`src/rtl/synth_pkg.sv`:
```
// Shared definitions for the synth datapath: accumulator/address widths,
// the FTW handshake state type and the debug view of that handshake.
package synth_pkg;

  localparam int ACC_W  = 32;
  localparam int ADDR_W = 16;

  typedef enum logic [0:0] {
    IDLE    = 1'b0,
    PENDING = 1'b1
  } ftw_state_t;

  // Debug view of the FTW path so checkers can follow the FSM and the tuning words.
  typedef struct packed {
    ftw_state_t         state;
    logic [ACC_W-1:0]   ftw_active;
    logic [ACC_W-1:0]   ftw_target;
  } ftw_dbg_t;

endpackage

```
`src/rtl/phase_accumulator_if.sv`:
```
// FTW load handshake plus the phase/sample outputs of the phase accumulator.
// Handshake: a word on i_ftw transfers at the rising clock edge where
// i_ftw_valid and o_ftw_ready are both 1; while o_ftw_ready is 0 the
// presented word is neither captured nor overwrites anything, and valid may
// be held without penalty.
interface phase_accumulator_if;

  logic [synth_pkg::ACC_W-1:0]  i_ftw;
  logic                         i_ftw_valid;
  logic                         o_ftw_ready;
  logic                         i_gate;
  logic [synth_pkg::ADDR_W-1:0] o_addr;
  logic                         o_sample_valid;
  logic                         o_wrap;

  // Side that drives FTW/gate and consumes the phase.
  modport master (
    output i_ftw, i_ftw_valid, i_gate,
    input  o_ftw_ready, o_addr, o_sample_valid, o_wrap
  );

  // The phase accumulator itself.
  modport slave (
    input  i_ftw, i_ftw_valid, i_gate,
    output o_ftw_ready, o_addr, o_sample_valid, o_wrap
  );

endinterface

```
`src/rtl/phase_accumulator_sample_tick_gen.sv`:
```
// Sample-rate divider: counts 0..DIV-1 and raises o_tick for exactly the
// cycle in which the count sits at DIV-1.
module sample_tick_gen #(
  parameter int DIV = 1042
) (
  input  logic i_clk,
  input  logic i_rst,
  output logic o_tick
);

  logic [15:0] count;
  logic        at_end;

  assign at_end = (count == 16'(DIV - 1));
  assign o_tick = at_end;

  // Free-running divider, restarted by reset and on reaching DIV-1.
  always_ff @(posedge i_clk) begin
    if (i_rst || at_end) begin
      count <= '0;
    end else begin
      count <= count + 16'd1;
    end
  end

endmodule

```
`src/rtl/phase_accumulator.sv`:
```
// Sample-rate NCO: adds the active frequency tuning word to a 32-bit phase
// accumulator once per sample tick and presents the top 16 bits as o_addr.
// New tuning words are taken through a valid/ready handshake and only
// applied on a sample tick, so pitch changes never glitch mid-sample.
// Optional feature macro PHASE_ACCUMULATOR_GLIDE_EN: when defined, a loaded
// word becomes a glide target that the active word approaches each sample.
module phase_accumulator
  import synth_pkg::*;
#(
  parameter int DIV         = 1042,
  parameter int GLIDE_SHIFT = 6
) (
  input  logic                i_clk,
  input  logic                i_rst,
  phase_accumulator_if.slave  bus,
  output ftw_dbg_t            o_dbg
);

  // Parameter sanity: divider needs at least two cycles, shift must fit the word.
  if (DIV < 2 || DIV > 65535) begin : g_bad_div
    $error("phase_accumulator: DIV must be in 2..65535");
  end
  if (GLIDE_SHIFT < 1 || GLIDE_SHIFT > ACC_W) begin : g_bad_glide_shift
    $error("phase_accumulator: GLIDE_SHIFT must be in 1..ACC_W");
  end

  logic             tick;
  ftw_state_t       state;
  ftw_state_t       state_nxt;
  logic             ftw_ready;
  logic [ACC_W-1:0] ftw_pending;
  logic [ACC_W-1:0] ftw_active;
  logic [ACC_W-1:0] ftw_target;
  logic [ACC_W-1:0] acc;
  logic [ACC_W:0]   sum;

  sample_tick_gen #(.DIV(DIV)) u_tick (
    .i_clk  (i_clk),
    .i_rst  (i_rst),
    .o_tick (tick)
  );

  // FTW handshake state register.
  always_ff @(posedge i_clk) begin
    if (i_rst) begin
      state <= IDLE;
    end else begin
      state <= state_nxt;
    end
  end

  // Next state: accept a word when idle, hand it over at the next sample tick.
  always_comb begin
    state_nxt = state;
    case (state)
      IDLE:    if (bus.i_ftw_valid) state_nxt = PENDING;
      PENDING: if (tick)            state_nxt = IDLE;
      default:                      state_nxt = IDLE;
    endcase
  end

  // Handshake outputs: ready only while no word is waiting for a tick.
  always_comb begin
    ftw_ready = 1'b0;
    if (state == IDLE) ftw_ready = 1'b1;
  end

  assign bus.o_ftw_ready = ftw_ready;

  // Hold the accepted word until the sample tick applies it.
  always_ff @(posedge i_clk) begin
    if (i_rst) begin
      ftw_pending <= '0;
    end else if (ftw_ready && bus.i_ftw_valid) begin
      ftw_pending <= bus.i_ftw;
    end
  end

`ifdef PHASE_ACCUMULATOR_GLIDE_EN
  logic signed [ACC_W:0] glide_diff;
  logic signed [ACC_W:0] glide_d;
  logic signed [ACC_W:0] glide_step;

  // Glide step: a fixed fraction of the remaining distance, at least one LSB.
  // Arithmetic shift never grows the magnitude, so the step cannot overshoot.
  always_comb begin
    glide_diff = $signed({1'b0, ftw_target}) - $signed({1'b0, ftw_active});
    glide_d    = glide_diff >>> GLIDE_SHIFT;
    glide_step = glide_d;
    if (glide_d == '0 && glide_diff != '0) begin
      glide_step = glide_diff[ACC_W] ? {(ACC_W+1){1'b1}} : {{ACC_W{1'b0}}, 1'b1};
    end
  end

  // Per-tick glide of the active word and hand-over of a pending word as new target.
  always_ff @(posedge i_clk) begin
    if (i_rst) begin
      ftw_active <= '0;
      ftw_target <= '0;
    end else if (tick) begin
      ftw_active <= ftw_active + glide_step[ACC_W-1:0];
      if (state == PENDING) ftw_target <= ftw_pending;
    end
  end
`else
  // Instant pitch change: the pending word becomes active at the tick.
  always_ff @(posedge i_clk) begin
    if (i_rst) begin
      ftw_active <= '0;
    end else if (tick && state == PENDING) begin
      ftw_active <= ftw_pending;
    end
  end

  assign ftw_target = ftw_active;
`endif

  // The add at a tick edge always uses the word active before that edge.
  assign sum = {1'b0, acc} + {1'b0, ftw_active};

  // Sample update: advance (gate on) or restart (gate off) the phase at each tick.
  always_ff @(posedge i_clk) begin
    if (i_rst) begin
      acc                <= '0;
      bus.o_addr         <= '0;
      bus.o_sample_valid <= 1'b0;
      bus.o_wrap         <= 1'b0;
    end else begin
      bus.o_sample_valid <= 1'b0;
      bus.o_wrap         <= 1'b0;
      if (tick) begin
        bus.o_sample_valid <= 1'b1;
        if (bus.i_gate) begin
          acc        <= sum[ACC_W-1:0];
          bus.o_addr <= sum[ACC_W-1:ACC_W-ADDR_W];
          bus.o_wrap <= sum[ACC_W];
        end else begin
          acc        <= '0;
          bus.o_addr <= '0;
        end
      end
    end
  end

  // Debug view of the handshake FSM and tuning words.
  always_comb begin
    o_dbg            = '0;
    o_dbg.state      = state;
    o_dbg.ftw_active = ftw_active;
    o_dbg.ftw_target = ftw_target;
  end

endmodule

```
`src/flat_wrapper.sv`:
```
// flat-port wrapper written by rule: the top's interface ports become plain ports
module phase_accumulator_flat import synth_pkg::*;
#(
  parameter int DIV         = 1042,
  parameter int GLIDE_SHIFT = 6
)
  (i_clk, i_rst, o_dbg, bus_i_ftw, bus_i_ftw_valid, bus_i_gate, bus_o_ftw_ready, bus_o_addr, bus_o_sample_valid, bus_o_wrap);
  phase_accumulator_if bus_i ();
  input  logic i_clk;
  input  logic i_rst;
  output ftw_dbg_t o_dbg;
  input wire logic [$bits(bus_i.i_ftw)-1:0] bus_i_ftw;
  input wire logic [$bits(bus_i.i_ftw_valid)-1:0] bus_i_ftw_valid;
  input wire logic [$bits(bus_i.i_gate)-1:0] bus_i_gate;
  output wire logic [$bits(bus_i.o_ftw_ready)-1:0] bus_o_ftw_ready;
  output wire logic [$bits(bus_i.o_addr)-1:0] bus_o_addr;
  output wire logic [$bits(bus_i.o_sample_valid)-1:0] bus_o_sample_valid;
  output wire logic [$bits(bus_i.o_wrap)-1:0] bus_o_wrap;
  assign bus_i.i_ftw = bus_i_ftw;
  assign bus_i.i_ftw_valid = bus_i_ftw_valid;
  assign bus_i.i_gate = bus_i_gate;
  assign bus_o_ftw_ready = bus_i.o_ftw_ready;
  assign bus_o_addr = bus_i.o_addr;
  assign bus_o_sample_valid = bus_i.o_sample_valid;
  assign bus_o_wrap = bus_i.o_wrap;
  phase_accumulator #(.DIV(DIV), .GLIDE_SHIFT(GLIDE_SHIFT)) u_core (.i_clk(i_clk), .i_rst(i_rst), .bus(bus_i), .o_dbg(o_dbg));
endmodule
```
`config.mk`:
```
export PLATFORM = sky130hd
export DESIGN_NAME = phase_accumulator_flat
export DESIGN_NICKNAME = d
export VERILOG_FILES = /design/src/rtl/synth_pkg.sv /design/src/rtl/phase_accumulator_if.sv /design/src/rtl/phase_accumulator_sample_tick_gen.sv /design/src/rtl/phase_accumulator.sv /design/src/flat_wrapper.sv
export SDC_FILE = /design/constraint.sdc
export NUM_CORES = 1
export LEC_CHECK = 0
export BUFFER_PORTS_ARGS = -buffer_cell sky130_fd_sc_hd__buf_2
export CORE_UTILIZATION = 40
export CTS_CLUSTER_SIZE = 25
export DETAILED_ROUTE_END_ITERATION = 8
export PLACE_DENSITY_LB_ADDON = 0.05
export SYNTH_ARGS = -nofsm -noshare
export SYNTH_HDL_FRONTEND = slang
export SYNTH_SLANG_ARGS = --single-unit
```
`constraint.sdc`:
```
create_clock -name i_clk -period 2.7 [get_ports i_clk]
set_clock_uncertainty 0.2 [all_clocks]
set_input_delay 0.405 -clock i_clk [delete_from_list [all_inputs] [get_ports i_clk]]
set_output_delay 0.405 -clock i_clk [all_outputs]
set_load 0.005 [all_outputs]
```
==> out/results.txt <==
The core outline area is 14640 sq um. In this run the worst path has a maximum fanout of 3. In this run the worst hold path is classified as in -> reg. Among all flip-flop cells after synthesis, the most frequent one is sky130_fd_sc_hd__dfxtp_1. The worst setup path is captured at a flop. The fraction of the mapped netlist area in adder cells was 7.371%. By area the synthesized netlist is led by sky130_fd_sc_hd__dfxtp_1 38%, sky130_fd_sc_hd__nand2_1 11%, sky130_fd_sc_hd__a21oi_1 8.4%. The number of antenna violations at the first check in global routing is 0, and the wire length reported by the detailed router is 15650 um. When the netlist entered floorplanning its net count stood at 843. The share of synthesized cell area in and, or, nand and nor gates was 21.51%. The maximum level of the CTS H-tree was 4. The commonest cells after synthesis are 181 x sky130_fd_sc_hd__nand2_1, 115 x sky130_fd_sc_hd__dfxtp_1, 102 x sky130_fd_sc_hd__a21oi_1. The run gives 38.10% as the sequential area share after synthesis.

Setup repair after global routing could not meet its margin everywhere. For the count of endpoints failing hold in the final timing report, the log shows 0. The logs give 56.05 ps for the worst setup slack after layout and 0 for the count of warnings emitted by yosys. Total power draw: 0.004346 W. For the TritonCTS buffer count, the log shows 17.

OpenSTA, run right after detailed placement, puts the worst setup slack at -66.09 ps. The post-synthesis xor/xnor area fraction came out at 5.797%. Setup total negative slack on the finished layout was measured at 0 ps. Measured against the total synthesized area, the mux share comes to 0.3313%. The remaining routing DRC violations is 16, and the flip-flop and latch count after synthesis is 115.

The logs give 26100 um for the global-route wire length before repair and 0.8429 for the routability-driven placement congestion ratio. Detailed routing inserted a total of 5561 vias. Setup violations remaining at the end of the flow were counted as 0.

Per-instance average area after synthesis: 7.828 sq um. At the pin with the least slew margin, the transition time is 649.4 ps. In the synthesized netlist the async set-or-reset flop fraction comes to 0%. The starting utilization of the core area came out at 41.27%. Headroom to the max-slew limit came out at 56.51%. The tools report the nature of the critical path startpoint as a flop.

Cells with a size suffix above 1 make up 27.42% of the layout. The area used by sequential logic in the layout is 2307 sq um, and the per-cell via count in the routed design is 5.144. In the final routed layout, each cell accounts on average for 14.47 um. For the final layout net count, the log shows 955. By startpoint and endpoint, the worst setup path is classified as reg -> reg. The run finished, with violations left.

The checks that failed: design-rule violations. The y dimension of the die was 124.9 um; the antenna violation net count after detailed routing was 0. The longest clock path from root to sink contains 2 buffers. The area growth from synthesis to final layout was 26.29%. Combinational family with the most area after synthesis: simple AND/OR/NAND/NOR gates. Of the available clock period, the critical path in the final layout requires 97.92%. Based on the critical path, the design can be clocked at up to 378.2 MHz. For this run, the share of the core covered by cells in the final layout is 52.12%.

Buffers placed on the I/O ports in this run total 119. The logs give 44 for the site row count and 5384 for the via count of the first global-routing pass. The tools report the DRC violation total after the first TritonRoute iteration as 250. The leakage power summed over all cells was 3.273 nW; the number of distinct library cell variants in the gate-level netlist after synthesis was 54. Number of slew-limit violations in the final report: 0.

Summed over its instances, the top area cell type makes up 38.10% of the synthesized netlist area. The repair_antennas step left the layout with diodes totalling 0. For the post-synthesis cell count, the log shows 772. Leading area contributor after synthesis: sky130_fd_sc_hd__dfxtp_1. Data arrives at the worst endpoint at 2750 ps.

The power per cell area was 569.5 nW/um^2; the clock latency of the later-clocked register in the worst-skew pair was 410 ps. VDD sags by at most 0.4023 mV. Detailed placement ended at an HPWL of 11530 um. The total global routing track utilization was 21.08%. The share of the synthesized area in compound gates (AO/OA/AOI/OAI) came out at 17.56%. Among all cell types in the netlist, the one instantiated most often is sky130_fd_sc_hd__nand2_1. The data required time of the critical path is 2800 ps, and the multi-input logic area is 3311 sq um.

The die covers 15600 sq um. Summing every instance area after synthesis gives 6043 sq um. The number of sinks handled by clock tree synthesis was 115. The root buffer cell chosen for the clock tree is sky130_fd_sc_hd__clkbuf_16. Summed over all layers, the global routing overflow is 0.

Max-cap violations in this run came to 0. 120 I/O pins were placed. In this run the horizontal extent of the chip is 124.9 um.

The first-pass iteration count of the detailed router came out at 7. Yosys mapped a number of flops with a built-in enable equal to 0. For the total of fill cells in the finished design, the log shows 1432. For the finished layout, the period the worst path requires is 2644 ps.

Entering global routing, the biggest net connects 41 pins. TritonCTS built the clock tree. The clock-pin slew on the worst setup and hold paths works out to 60 ps.
==> where the power goes <==
group	internal (W)	total [W]	switching [W]
combinational	0.0000571	0.000144	0.0000868
sequential	0.00173	0.00175	0.0000180
clock	0.00164	0.00245	0.000810
==> cells in the final DEF, fill, tap and decap left out, types with 4 or more instances in the layout <==
master and instances:
sky130_fd_sc_hd__nand2_1 181, sky130_fd_sc_hd__buf_2 119, sky130_fd_sc_hd__dfxtp_1 111, sky130_fd_sc_hd__a21oi_1 98, sky130_fd_sc_hd__buf_4 53, sky130_fd_sc_hd__o21ai_0 40
sky130_fd_sc_hd__nor2_1 37, sky130_fd_sc_hd__ha_1 29, sky130_fd_sc_hd__xor2_1 22, sky130_fd_sc_hd__xnor2_1 18, sky130_fd_sc_hd__clkbuf_16 17, sky130_fd_sc_hd__inv_1 14
sky130_fd_sc_hd__nand4_1 10, sky130_fd_sc_hd__nand3_1 9, sky130_fd_sc_hd__and3_1 8, sky130_fd_sc_hd__nor3_1 7, sky130_fd_sc_hd__a21o_1 6, sky130_fd_sc_hd__o21ai_1 5
sky130_fd_sc_hd__a31oi_1 5, sky130_fd_sc_hd__o21bai_1 5, sky130_fd_sc_hd__nor4_1 4, sky130_fd_sc_hd__nor2b_1 4, sky130_fd_sc_hd__nor2b_2 4, sky130_fd_sc_hd__a21oi_2 4
sky130_fd_sc_hd__a211oi_1 4, sky130_fd_sc_hd__ha_4 4, sky130_fd_sc_hd__clkbuf_8 4, sky130_fd_sc_hd__bufinv_16 4, sky130_fd_sc_hd__dfxtp_2 4
==> per-stage QoR <==
stage,hold slack (ps),instance area (sq um),std cells
after floorplan,229.1,6043,772
after global placement,236.7,6804,1044
after detailed placement,245.0,6804,1044
after CTS,0.5375,7518,1080
after global routing,18.67,7632,1081
final,19.07,7632,1081
==> area by class of cell <==
type | count | share of cell area (%)
multi-input combinational | 558 | 43.38
timing repair buffer | 177 | 14.07
tap | 184 | 3.016
clock buffer | 21 | 6.295
clock inverter | 11 | 2.279
sequential | 115 | 30.23
inverter | 15 | 0.7377
==> worst paths after layout <==
check | slack, ps | from | cells past startpoint | endpoint
min | 20 | bus_i_ftw[29] | 3 | u_core.ftw_pending[29]$_SDFFE_PP0P_
max reg2reg | 60 | u_core.acc[0]$_SDFFE_PP0P_ | 11 | u_core.acc[22]$_SDFFE_PP0P_
max | 60 | u_core.acc[0]$_SDFFE_PP0P_ | 11 | u_core.acc[22]$_SDFFE_PP0P_
min reg2reg | 250 | u_core.ftw_pending[19]$_SDFFE_PP0P_ | 2 | u_core.ftw_active[19]$_SDFFE_PP0P_
==> cell families after synthesis <==
| kind of cell | Yosys count |
|---|---|
| xor+xnor | 40 |
| fa+ha+maj | 35 |
| buf+inv | 99 |
| flops | 115 |
| compound gates | 189 |
| mux | 2 |
| simple gates | 292 |
==> sequential cells by signal (all words and copies together), names as in the netlist <==
signal	cells
u_core.ftw_active	32
u_core.ftw_pending	32
u_core.acc	31
u_core.u_tick.count	16
u_core.bus.o_addr	1
u_core.bus.o_sample_valid	1
u_core.bus.o_wrap	1
u_core.state	1
==> layer usage <==
metal,up-vias,GRT usage [%],wire length [um]
li1,2814,-,-
met1,2595,25.64,7271
met2,134,36.02,7461
met3,18,5.369,701
met4,0,7.532,212
met5,-,0,0
==> timing repair <==
action                     in CTS  in global routing
setup buffers                   2                  1
setup endpoints to repair       5                 14
resized for setup               5                 30
gates cloned                    0                  0
hold endpoints to repair        2                  0
hold buffers                    2                  0
pin swaps                       3                 13
==> critical path, stage by stage (launching register included) <==
cell	delay, ps
sky130_fd_sc_hd__dfxtp_2	330
sky130_fd_sc_hd__ha_4	160
sky130_fd_sc_hd__inv_2	50
sky130_fd_sc_hd__fa_2	210
sky130_fd_sc_hd__nor2b_2	50
sky130_fd_sc_hd__o211ai_1	330
sky130_fd_sc_hd__a21oi_2	110
sky130_fd_sc_hd__and3_4	190
sky130_fd_sc_hd__o41a_1	430
sky130_fd_sc_hd__or2_4	270
sky130_fd_sc_hd__mux2i_1	140
sky130_fd_sc_hd__nand2_1	60
(Power assumes the default switching activity.)
